<file path="config.mk">
export PLATFORM = sky130hd
export DESIGN_NAME = texture_stage_sequencer_flat
export DESIGN_NICKNAME = d
export VERILOG_FILES = /design/src/rtl/texture_stage_sequencer_if.sv /design/src/rtl/texture_stage_sequencer.sv /design/src/flat_wrapper.sv
export SDC_FILE = /design/constraint.sdc
export NUM_CORES = 1
export LEC_CHECK = 0
export CAP_MARGIN = 25
export CORE_ASPECT_RATIO = 0.7
export CORE_MARGIN = 2
export CORE_UTILIZATION = 43
export DETAILED_ROUTE_END_ITERATION = 12
export PLACE_DENSITY_LB_ADDON = 0.12
export SYNTH_ARGS = -nofsm -noshare
export SYNTH_HDL_FRONTEND = slang
export SYNTH_SLANG_ARGS = --single-unit
</file>
<file path="constraint.sdc">
create_clock -name aclk -period 1.8 [get_ports aclk]
set_input_delay 0.36 -clock aclk [delete_from_list [all_inputs] [get_ports aclk]]
set_output_delay 0.36 -clock aclk [all_outputs]
set_load 0.02 [all_outputs]
</file>
<file path="src/rtl/texture_stage_sequencer_if.sv">
// Fragment-in, TMU request/response and fragment-out channels of the texture stage sequencer.
// slave is the sequencer's view; master is the surrounding pipeline and TMU.
interface texture_stage_sequencer_if #(
  parameter int NUM_STAGES  = 2,
  parameter int USER_WIDTH  = 1,
  parameter int PIXEL_WIDTH = 32
);
  localparam int STAGE_W = (NUM_STAGES > 1) ? $clog2(NUM_STAGES) : 1;

  logic                     s_valid;
  logic                     s_ready;
  logic [USER_WIDTH-1:0]    s_user;
  logic [PIXEL_WIDTH-1:0]   s_primaryColor;
  logic [NUM_STAGES*64-1:0] s_textureST;

  logic                     tmu_s_valid;
  logic                     tmu_s_ready;
  logic [STAGE_W-1:0]       tmu_s_stage;
  logic [PIXEL_WIDTH-1:0]   tmu_s_primaryColor;
  logic [PIXEL_WIDTH-1:0]   tmu_s_previousColor;
  logic [31:0]              tmu_s_textureS;
  logic [31:0]              tmu_s_textureT;

  logic                     tmu_m_valid;
  logic                     tmu_m_ready;
  logic [PIXEL_WIDTH-1:0]   tmu_m_fragmentColor;

  logic                     m_valid;
  logic                     m_ready;
  logic [USER_WIDTH-1:0]    m_user;
  logic [PIXEL_WIDTH-1:0]   m_fragmentColor;

  modport slave (
    input  s_valid, s_user, s_primaryColor, s_textureST,
    input  tmu_s_ready, tmu_m_valid, tmu_m_fragmentColor, m_ready,
    output s_ready, tmu_s_valid, tmu_s_stage, tmu_s_primaryColor, tmu_s_previousColor,
    output tmu_s_textureS, tmu_s_textureT, tmu_m_ready, m_valid, m_user, m_fragmentColor
  );

  modport master (
    output s_valid, s_user, s_primaryColor, s_textureST,
    output tmu_s_ready, tmu_m_valid, tmu_m_fragmentColor, m_ready,
    input  s_ready, tmu_s_valid, tmu_s_stage, tmu_s_primaryColor, tmu_s_previousColor,
    input  tmu_s_textureS, tmu_s_textureT, tmu_m_ready, m_valid, m_user, m_fragmentColor
  );
endinterface

</file>
<file path="src/rtl/texture_stage_sequencer.sv">
// Walks one fragment through its enabled texture stages on a shared TMU, feeding each
// stage's result forward as the next stage's previous colour.
module texture_stage_sequencer #(
  parameter int NUM_STAGES  = 2,
  parameter int USER_WIDTH  = 1,
  parameter int PIXEL_WIDTH = 32
) (
  input  logic                  aclk,
  input  logic                  reset,
  input  logic [NUM_STAGES-1:0] confStageEnable,
  texture_stage_sequencer_if.slave bus
);
  localparam int STAGE_W = (NUM_STAGES > 1) ? $clog2(NUM_STAGES) : 1;

  typedef enum logic [1:0] {IDLE, ISSUE, WAIT, OUTPUT} state_t;

  state_t                   state_q, state_d;
  logic [NUM_STAGES-1:0]    en_q;
  logic [USER_WIDTH-1:0]    user_q;
  logic [PIXEL_WIDTH-1:0]   prim_q, prev_q;
  logic [NUM_STAGES*64-1:0] tex_q;
  logic [STAGE_W-1:0]       stage_q;

  logic                     first_found, next_found;
  logic [STAGE_W-1:0]       first_idx, next_idx;
  logic [63:0]              st_sel;
  logic                     in_hs, rsp_hs;

  assign in_hs  = bus.s_valid && (state_q == IDLE);
  assign rsp_hs = bus.tmu_m_valid && (state_q == WAIT);

  // First stage comes from the live config at acceptance; later stages only from the snapshot.
  always_comb begin
    first_found = 1'b0;
    first_idx   = '0;
    next_found  = 1'b0;
    next_idx    = '0;
    for (int i = NUM_STAGES-1; i >= 0; i--) begin
      if (confStageEnable[i]) begin
        first_found = 1'b1;
        first_idx   = STAGE_W'(i);
      end
      if (en_q[i] && (i > int'(stage_q))) begin
        next_found = 1'b1;
        next_idx   = STAGE_W'(i);
      end
    end
  end

  always_comb begin
    st_sel = '0;
    for (int i = 0; i < NUM_STAGES; i++)
      if (stage_q == STAGE_W'(i)) st_sel = tex_q[i*64 +: 64];
  end

  always_ff @(posedge aclk) begin
    if (reset) state_q <= IDLE;
    else       state_q <= state_d;
  end

  always_comb begin
    state_d = state_q;
    case (state_q)
      IDLE:   if (in_hs) state_d = first_found ? ISSUE : OUTPUT;
      ISSUE:  if (bus.tmu_s_ready) state_d = WAIT;
      WAIT:   if (bus.tmu_m_valid) state_d = next_found ? ISSUE : OUTPUT;
      OUTPUT: if (bus.m_ready) state_d = IDLE;
      default: state_d = IDLE;
    endcase
  end

  // Outputs are forced quiet while reset is held, even before the registers clear.
  always_comb begin
    bus.s_ready             = 1'b0;
    bus.tmu_s_valid         = 1'b0;
    bus.tmu_m_ready         = 1'b0;
    bus.m_valid             = 1'b0;
    bus.tmu_s_stage         = '0;
    bus.tmu_s_primaryColor  = '0;
    bus.tmu_s_previousColor = '0;
    bus.tmu_s_textureS      = '0;
    bus.tmu_s_textureT      = '0;
    bus.m_user              = '0;
    bus.m_fragmentColor     = '0;
    if (!reset) begin
      bus.s_ready             = (state_q == IDLE);
      bus.tmu_s_valid         = (state_q == ISSUE);
      bus.tmu_m_ready         = (state_q == WAIT);
      bus.m_valid             = (state_q == OUTPUT);
      bus.tmu_s_stage         = stage_q;
      bus.tmu_s_primaryColor  = prim_q;
      bus.tmu_s_previousColor = prev_q;
      bus.tmu_s_textureS      = st_sel[63:32];
      bus.tmu_s_textureT      = st_sel[31:0];
      bus.m_user              = user_q;
      bus.m_fragmentColor     = prev_q;
    end
  end

  always_ff @(posedge aclk) begin
    if (reset) begin
      en_q    <= '0;
      user_q  <= '0;
      prim_q  <= '0;
      prev_q  <= '0;
      tex_q   <= '0;
      stage_q <= '0;
    end else if (in_hs) begin
      en_q    <= confStageEnable;
      user_q  <= bus.s_user;
      prim_q  <= bus.s_primaryColor;
      prev_q  <= bus.s_primaryColor;
      tex_q   <= bus.s_textureST;
      stage_q <= first_idx;
    end else if (rsp_hs) begin
      prev_q <= bus.tmu_m_fragmentColor;
      if (next_found) stage_q <= next_idx;
    end
  end
endmodule
</file>
<file path="src/flat_wrapper.sv">
// flat-port wrapper written by rule: the top's interface ports become plain ports
module texture_stage_sequencer_flat 
#(
  parameter int NUM_STAGES  = 2,
  parameter int USER_WIDTH  = 1,
  parameter int PIXEL_WIDTH = 32
)
  (aclk, reset, confStageEnable, bus_s_valid, bus_s_user, bus_s_primaryColor, bus_s_textureST, bus_tmu_s_ready, bus_tmu_m_valid, bus_tmu_m_fragmentColor, bus_m_ready, bus_s_ready, bus_tmu_s_valid, bus_tmu_s_stage, bus_tmu_s_primaryColor, bus_tmu_s_previousColor, bus_tmu_s_textureS, bus_tmu_s_textureT, bus_tmu_m_ready, bus_m_valid, bus_m_user, bus_m_fragmentColor);
  texture_stage_sequencer_if #(.NUM_STAGES(NUM_STAGES), .USER_WIDTH(USER_WIDTH), .PIXEL_WIDTH(PIXEL_WIDTH)) bus_i ();
  input  logic aclk;
  input  logic reset;
  input  logic [NUM_STAGES-1:0] confStageEnable;
  input wire logic [$bits(bus_i.s_valid)-1:0] bus_s_valid;
  input wire logic [$bits(bus_i.s_user)-1:0] bus_s_user;
  input wire logic [$bits(bus_i.s_primaryColor)-1:0] bus_s_primaryColor;
  input wire logic [$bits(bus_i.s_textureST)-1:0] bus_s_textureST;
  input wire logic [$bits(bus_i.tmu_s_ready)-1:0] bus_tmu_s_ready;
  input wire logic [$bits(bus_i.tmu_m_valid)-1:0] bus_tmu_m_valid;
  input wire logic [$bits(bus_i.tmu_m_fragmentColor)-1:0] bus_tmu_m_fragmentColor;
  input wire logic [$bits(bus_i.m_ready)-1:0] bus_m_ready;
  output wire logic [$bits(bus_i.s_ready)-1:0] bus_s_ready;
  output wire logic [$bits(bus_i.tmu_s_valid)-1:0] bus_tmu_s_valid;
  output wire logic [$bits(bus_i.tmu_s_stage)-1:0] bus_tmu_s_stage;
  output wire logic [$bits(bus_i.tmu_s_primaryColor)-1:0] bus_tmu_s_primaryColor;
  output wire logic [$bits(bus_i.tmu_s_previousColor)-1:0] bus_tmu_s_previousColor;
  output wire logic [$bits(bus_i.tmu_s_textureS)-1:0] bus_tmu_s_textureS;
  output wire logic [$bits(bus_i.tmu_s_textureT)-1:0] bus_tmu_s_textureT;
  output wire logic [$bits(bus_i.tmu_m_ready)-1:0] bus_tmu_m_ready;
  output wire logic [$bits(bus_i.m_valid)-1:0] bus_m_valid;
  output wire logic [$bits(bus_i.m_user)-1:0] bus_m_user;
  output wire logic [$bits(bus_i.m_fragmentColor)-1:0] bus_m_fragmentColor;
  assign bus_i.s_valid = bus_s_valid;
  assign bus_i.s_user = bus_s_user;
  assign bus_i.s_primaryColor = bus_s_primaryColor;
  assign bus_i.s_textureST = bus_s_textureST;
  assign bus_i.tmu_s_ready = bus_tmu_s_ready;
  assign bus_i.tmu_m_valid = bus_tmu_m_valid;
  assign bus_i.tmu_m_fragmentColor = bus_tmu_m_fragmentColor;
  assign bus_i.m_ready = bus_m_ready;
  assign bus_s_ready = bus_i.s_ready;
  assign bus_tmu_s_valid = bus_i.tmu_s_valid;
  assign bus_tmu_s_stage = bus_i.tmu_s_stage;
  assign bus_tmu_s_primaryColor = bus_i.tmu_s_primaryColor;
  assign bus_tmu_s_previousColor = bus_i.tmu_s_previousColor;
  assign bus_tmu_s_textureS = bus_i.tmu_s_textureS;
  assign bus_tmu_s_textureT = bus_i.tmu_s_textureT;
  assign bus_tmu_m_ready = bus_i.tmu_m_ready;
  assign bus_m_valid = bus_i.m_valid;
  assign bus_m_user = bus_i.m_user;
  assign bus_m_fragmentColor = bus_i.m_fragmentColor;
  texture_stage_sequencer #(.NUM_STAGES(NUM_STAGES), .USER_WIDTH(USER_WIDTH), .PIXEL_WIDTH(PIXEL_WIDTH)) u_core (.aclk(aclk), .reset(reset), .confStageEnable(confStageEnable), .bus(bus_i));
endmodule
</file>
==> summary.txt, run 1 <==
Outcome
  • Status: finished with violations
  • Violations in the final reports: setup timing

Power and ir drop
  • Combinational share of power: 0.254
  • Leakage: 5.672 nW
  • Power Dens Cells: about 870 mW/mm2
  • Internal power: 0.008068 W
  • Peak VDD IR: 0.6813 mV
  • Net Sw Power: 0.003540 W
  • Sequential power share: 0.431
  • Switching Fraction: 0.3049
  • Clock power frac: 0.316

CTS
  • Skew-Pair Late Insertion Delay: 0.43 ns
  • CTS tree: built
  • Clock sink count: 197
  • Clock Tree Root: clkbuf_16
  • CTS clk-pin slew, worst paths: approximately 0.070 ns
  • Max clock buf depth: 2
  • H-tree levels: 4
  • TritonCTS buffer count: 17

Detailed routing
  • Drt pass-1 iters: 5
  • Initial DRC Count: just under 500
  • Final WL: between 20000 and 30000 um
  • Via count: between 8000 and 9000
  • Antenna-violating nets left: 0
  • Via density per instance: approximately 4.9
  • Drc violations: 0
  • Routed WL per cell: 15.20 um

GRT
  • First-pass GRT wire length: between 40000 and 50000 um
  • Gr usage total: 0.2385
  • Largest net degree at the start of global routing: 59
  • Initial antenna violation count: 1
  • Vias in the first global route: ~8000
  • Gr ovfl total: 0

Yosys
  • Synth Net Count: 1325
  • Post-synth top area share: 0.4511
  • Top FF cell, synth: dfxtp_1
  • Cell taking the most area after synthesis: dfxtp_1
  • Largest cells by area after synthesis: dfxtp_1, nand2_1, a21oi_1, mux2i_1, nor2b_1
  • Syn. warnings: 0
  • Synth async-reset ratio: 0
  • Cell variety after synth: 25
  • Mapped Cells: around 1100
  • Synth Cell Area: ~0.009 mm2
  • Number of synthesized flops with an enable pin: 0
  • Register area share after synthesis: 0.4511
  • Mean Syn Cell Area: 7.779 um2
  • Cell with the most instances after synthesis: nand2_1
  • #FFs+latches synth: 197
  • Synth top cells by count: nand2_1, dfxtp_1, a21oi_1

Setup path
  • CP Class: reg -> out
  • Slowest CP cell: dfxtp_4
  • Crit path buf inv count: 3
  • CP Launch Type: register
  • Critical Path End: bus_tmu_s_textureT[6]
  • Worst stage delay on the critical path: 0.38 ns
  • Worst Setup SP: u_core.stage_q
  • Worst R2R End: u_core.tex_q[71]
  • R2R Path Start: u_core.state_q[0]
  • Cell depth of the worst setup path: 5
  • Crit path cell chain: buf_12, buf_16, mux2i_2, nor2_1, buf_2
  • Critical path's top delay family: buffers and inverters
  • Reg2Reg Setup Slack: 0.21 ns
  • CP Max Fanout: 9
  • Data required time at the worst endpoint: 1.44 ns
  • Worst setup EP type: primary output
  • Reg2reg path depth: 5
  • Crit path DAT: 1.59 ns

Timing
  • Post-layout min period: between 1.5 and 2 ns
  • Fin Hold WS: roughly 0.26 ns
  • Hold Fails Final Rpt: 0
  • Final Cycle Share: 1.081
  • Skew final: approximately 0.0095 ns
  • RSZ-0062 raised after global routing: yes
  • Rel. slew slack: 0.8077
  • Fmax: 514.0 MHz
  • Setup WS post-layout: -0.1457 ns
  • Final slew viol count: 0
  • Setup Viol. Count Final: 62
  • Slew @ Worst Pin: 0.2844 ns

Placement
  • RePlAce Congestion: 0.8376
  • Buffers on Ports: 366
  • Hpwl dp: 19000 um
  • Placed cell areas: 0.01284 mm2

Floorplanning
  • Core area: 0.01985 mm2
  • Die area: 0.02151 mm2
  • I/O pin total: 367
  • FP Rows: 43
  • Die W: ~170 um
  • Die Span Y: 123.3 um
  • Starting Density: 0.4404

Final layout
  • Share of layout cells above drive strength 1: 0.1546
  • Fin area: 0.01327 mm2
  • Final nets: 1664
  • Area Overhead vs Synth: 51.82%

Job
  • Maxcap violations: 0

Worst hold path
  • Min-Delay Path Class: in -> reg
  • Critical hold path startpoint: reset
[cells in the final DEF, fill, tap and decap left out, types with 11 or more instances in the layout]
| cell type | instances |
|---|---|
| a21oi_1 | 195 |
| dlygate4sd2_1 | 97 |
| buf_2 | 33 |
| mux2i_1 | 57 |
| buf_6 | 11 |
| nor2_1 | 64 |
| clkbuf_16 | 17 |
| buf_12 | 18 |
| dfxtp_1 | 196 |
| buf_4 | 78 |
| o221a_2 | 32 |
| nand2_1 | 326 |
| clkdlybuf4s50_1 | 199 |
| nor2b_1 | 68 |
| inv_1 | 32 |
[worst min path at each step]
stage | cells past startpoint | endpoint
finish | 2 | u_core.prim_q[21]
global route | 2 | u_core.prim_q[21]
detailed placement | 2 | u_core.prim_q[0]
CTS | 2 | u_core.prim_q[21]
global placement | 2 | u_core.prim_q[26]
floorplan | 2 | u_core.prim_q[0]
[registers in the layout (all words and copies together), names as in the netlist]
signal,count
u_core.tex_q,128
u_core.prev_q,32
u_core.prim_q,32
u_core.state_q,2
u_core.en_q,1
u_core.stage_q,1
u_core.user_q,1
[routing by layer]
metal	wire length, um	global-route usage
met1	11220	0.2958
met2	12690	0.4060
met5	0	0
met4	463	0.05987
met3	2165	0.07565
[power by group through the flow]
stage	combinational [W]	clock, W	sequential (W)
finish	0.00295	0.00366	0.00500
CTS	0.00297	0.00375	0.00499
detailed placement	0.00303	0	0.00509
floorplan	0.00171	0	0.00503
global placement	0.00300	0	0.00508
global route	0.00320	0.00394	0.00505
[worst register-to-register path: stages (launching register included)]
cell and delay (ns):
dfxtp_1 0.35, buf_4 0.19, or3b_4 0.49, buf_12 0.22, nand2_1 0.16, a21oi_1 0.07
[kinds of logic after synthesis]
logic type	count (synthesis)	synth area share
multiplexers	66	0.07556
flip-flops	197	0.4511
AO/OA/AOI/OAI	232	0.1567
buffers and inverters	156	0.08829
AND/OR/NAND/NOR	473	0.2284
[metrics by stage]
stage | setup slack, ns | TNS [ns] | cells | total power (W) | util
after global routing | -0.2196 | -9.170 | 1745 | 0.01219 | 0.6685
after global placement | -0.1296 | -17.38 | 1705 | 0.008081 | 0.6466
after floorplan | 0.007683 | 0 | 1124 | 0.006737 | -
after CTS | -0.2132 | -6.333 | 1746 | 0.01170 | 0.6674
after detailed placement | -0.1247 | -18.09 | 1705 | 0.008121 | 0.6466
final | -0.1457 | -4.407 | 1746 | 0.01161 | 0.6686
[area by class of cell]
cell class | instances | area [um2]
fill | 1714 | 6579
multi-input combinational | 771 | 4099
sequential | 197 | 3948
clock inverter | 13 | 115.1
antenna | 1 | 2.502
timing repair buffer | 444 | 4213
clock buffer | 18 | 439.2
inverter | 32 | 120.1
tap | 270 | 337.8
[timing repair]
| action | CTS | global route |
|---|---|---|
| gates resized for setup | 420 | 23 |
| setup endpoints to repair | 166 | 68 |
| pin swaps | 5 | 12 |
| setup buffers | 9 | 1 |
| gates cloned | 3 | 0 |
| hold buffers | 0 | 0 |
(Power assumes the default switching activity.)
==> run 2, diff against run 1 <==
- PLACE_DENSITY: unset -> 0.89
- PLACE_DENSITY_LB_ADDON: 0.12 -> unset
==> summary.txt, run 2 (synthesis gave the netlist of run 1 again) <==
Setup path
  • Worst setup EP type: primary output
  • CP Max Fanout: 6 (-3)
  • Crit path DAT: 1.64 ns (+0.05 ns)
  • CP Launch Type: register
  • Data required time at the worst endpoint: 1.44 ns (about the same)
  • CP Class: reg -> out

Detailed routing
  • Via density per instance: 5.011 (+2.8%)
  • Drt pass-1 iters: 5 (unchanged)
  • Routed WL per cell: 16.04 um (+5.5%)
  • Drc violations: 0 (unchanged)
  • Antenna-violating nets left: 0 (unchanged)
  • Final WL: 28190 um (+6.2%)
  • Initial DRC Count: 594 (+23%)
  • Via count: 8809 (+3.5%)

CTS
  • TritonCTS buffer count: 17 (unchanged)
  • CTS tree: built
  • CTS clk-pin slew, worst paths: 0.08 ns (about the same)
  • CTS Hold Bufs: 0 (unchanged)
  • Skew-Pair Late Insertion Delay: 0.42 ns (about the same)
  • Clock Tree Root: clkbuf_16
  • H-tree levels: 4 (unchanged)
  • Max clock buf depth: 2 (unchanged)
  • Clock sink count: 197 (unchanged)

Outcome
  • Violations in the final reports: setup timing
  • Status: finished with violations

Power and ir drop
  • Power Dens Cells: 889.6 mW/mm2 (+1.7%)
  • Clock power frac: 0.327 (+0.011)
  • Switching Fraction: 0.3015 (-0.003441)
  • Combinational share of power: 0.255 (about the same)
  • Leakage: 5.794 nW (+2.2%)
  • Sequential power share: 0.418 (-0.013)
  • Internal power: 0.008422 W (+4.4%)
  • Peak VDD IR: 0.5738 mV (-16%)
  • Net Sw Power: 0.003635 W (+2.7%)
  • Final Power: 0.01206 W (+3.9%)

Timing
  • Slew @ Worst Pin: 0.2979 ns (+0.01354 ns)
  • Final Cycle Share: 1.109 (+0.02803)
  • Skew final: 0.01244 ns (+0.002938 ns)
  • Setup Viol. Count Final: 60 (-3.2%)
  • RSZ-0062 raised after global routing: yes
  • Final slew viol count: 0 (unchanged)
  • Post-layout min period: 1.996 ns (+0.05046 ns)
  • Fmax: 501.0 MHz (-2.5%)
  • Setup WS post-layout: -0.1961 ns (-0.05046 ns)
  • Rel. slew slack: 0.8014 (-0.006355)
  • Fin Hold WS: 0.3497 ns (+0.09139 ns)
  • Hold Fails Final Rpt: 0 (unchanged)

Job
  • Maxcap violations: 0 (unchanged)

GRT
  • Met1 Use GR: 0.2991 (+0.003314)
  • Gr ovfl total: 0 (unchanged)
  • Met3 usage: 0.07134 (-0.004305)
  • Initial antenna violation count: 0 (-1)
  • First-pass GRT wire length: 42470 um (+3.6%)
  • Gr usage total: 0.2482 (+0.009654)
  • GR Layer Usage met2: 0.4281 (+0.02207)
  • Vias in the first global route: 8213 (+2.7%)
  • Largest net degree at the start of global routing: 68 (+15%)
  • Most Crowded Layer GR: met2

Final layout
  • Max reg flops: 128 (unchanged)
  • Final nets: 1676 (+0.72%)
  • Most frequent cells in the layout: nand2_1, clkdlybuf4s50_1, a21oi_1, dfxtp_1, dlygate4sd2_1
  • Post-route insts no fill: 1758 (+0.69%)
  • Share of layout cells above drive strength 1: 0.1660 (+0.01142)
  • # diodes: 0 (-1)
  • Area Overhead vs Synth: 55.02%
  • Largest regs: u_core.tex_q (128), u_core.prev_q (32), u_core.prim_q (32)
  • Most common cell after layout, fill and taps aside: nand2_1
  • Reg with most FFs: u_core.tex_q

Worst hold path
  • Min-Delay Path Class: in -> reg

Placement
  • Hpwl dp: 20320 um (+6.9%)
  • Setup WS pre-CTS: -0.1643 ns (-0.03957 ns)
  • Placed instance count: 1699 (-0.35%)
  • RePlAce Congestion: 0.8203 (-2.1%)
  • Buffers on Ports: 366 (unchanged)

Floorplanning
  • Die Span Y: 123.3 um (unchanged)
  • FP Rows: 43 (unchanged)
  • Starting Density: 0.4404 (unchanged)
  • Core area: 0.01985 mm2 (unchanged)
  • I/O pin total: 367 (unchanged)
  • Die area: 0.02151 mm2 (unchanged)
  • Die W: 174.4 um (unchanged)
run 2: cell count changes in the layout (fill, tap and decap cells not counted), moves of 3 or more:
cell / change
mux2i_4: +7
clkbuf_2: +4
clkinv_8: +3
buf_12: +4
buf_4: +9
mux2i_1: -6
run 2: critical path, cell delays in order (launching register included):
cell     delay [ns]
dfxtp_4        0.41
buf_12         0.15
buf_16         0.13
buf_6          0.09
mux2i_1        0.20
nor2_1         0.07
buf_4          0.16
run 2: cell type report:
class | instances | area (um2)
clock buffer | 18 | 429.2
clock inverter | 14 | 192.7
fill | 1591 | 6299
inverter | 32 | 120.1
multi-input combinational | 771 | 4183
sequential | 197 | 3949
tap | 270 | 337.8
timing repair buffer | 456 | 4343
run 2: final timing paths:
path,from,end,slack [ns],cells after the start
setup / recovery,u_core.stage_q,bus_tmu_s_textureS[18],-0.20,6
hold / removal,reset,u_core.prev_q[14],0.35,3
setup reg to reg,u_core.state_q[0],u_core.tex_q[17],0.26,5
hold reg to reg,u_core.tex_q[10],u_core.tex_q[10],0.45,2
run 2: what timing repair did:
item,CTS,global route
setup buffers,11,12
gates resized for setup,355,83
gates cloned,3,2
pin swaps,1,8
endpoints found under the setup margin,166,70
run 2: layer usage:
metal / routed length (um) / part of all wire
met1: 11530 / 0.41
met5: 0 / 0
met3: 2140 / 0.076
met2: 13930 / 0.49
met4: 595 / 0.021
run 2: power groups by stage:
stage                     logic (W)  registers [W]  clock network (W)
final                       0.00307        0.00505            0.00394
after global routing        0.00332        0.00508            0.00423
after CTS                   0.00298        0.00502            0.00404
after detailed placement    0.00307        0.00511                  0
after global placement      0.00300        0.00509                  0
after floorplan             0.00171        0.00503                  0
run 2: stage by stage:
| step | setup TNS (ns) | instance area (um2) | util |
|---|---|---|---|
| 2_1_floorplan | 0 | 8743 | - |
| 3_3_place_gp | -8.250 | 12820 | 0.6460 |
| 3_5_place_dp | -14.70 | 12820 | 0.6460 |
| 4_1_cts | -7.639 | 13290 | 0.6692 |
| 5_1_grt | -10.10 | 13550 | 0.6827 |
| 6_report | -5.775 | 13550 | 0.6827 |
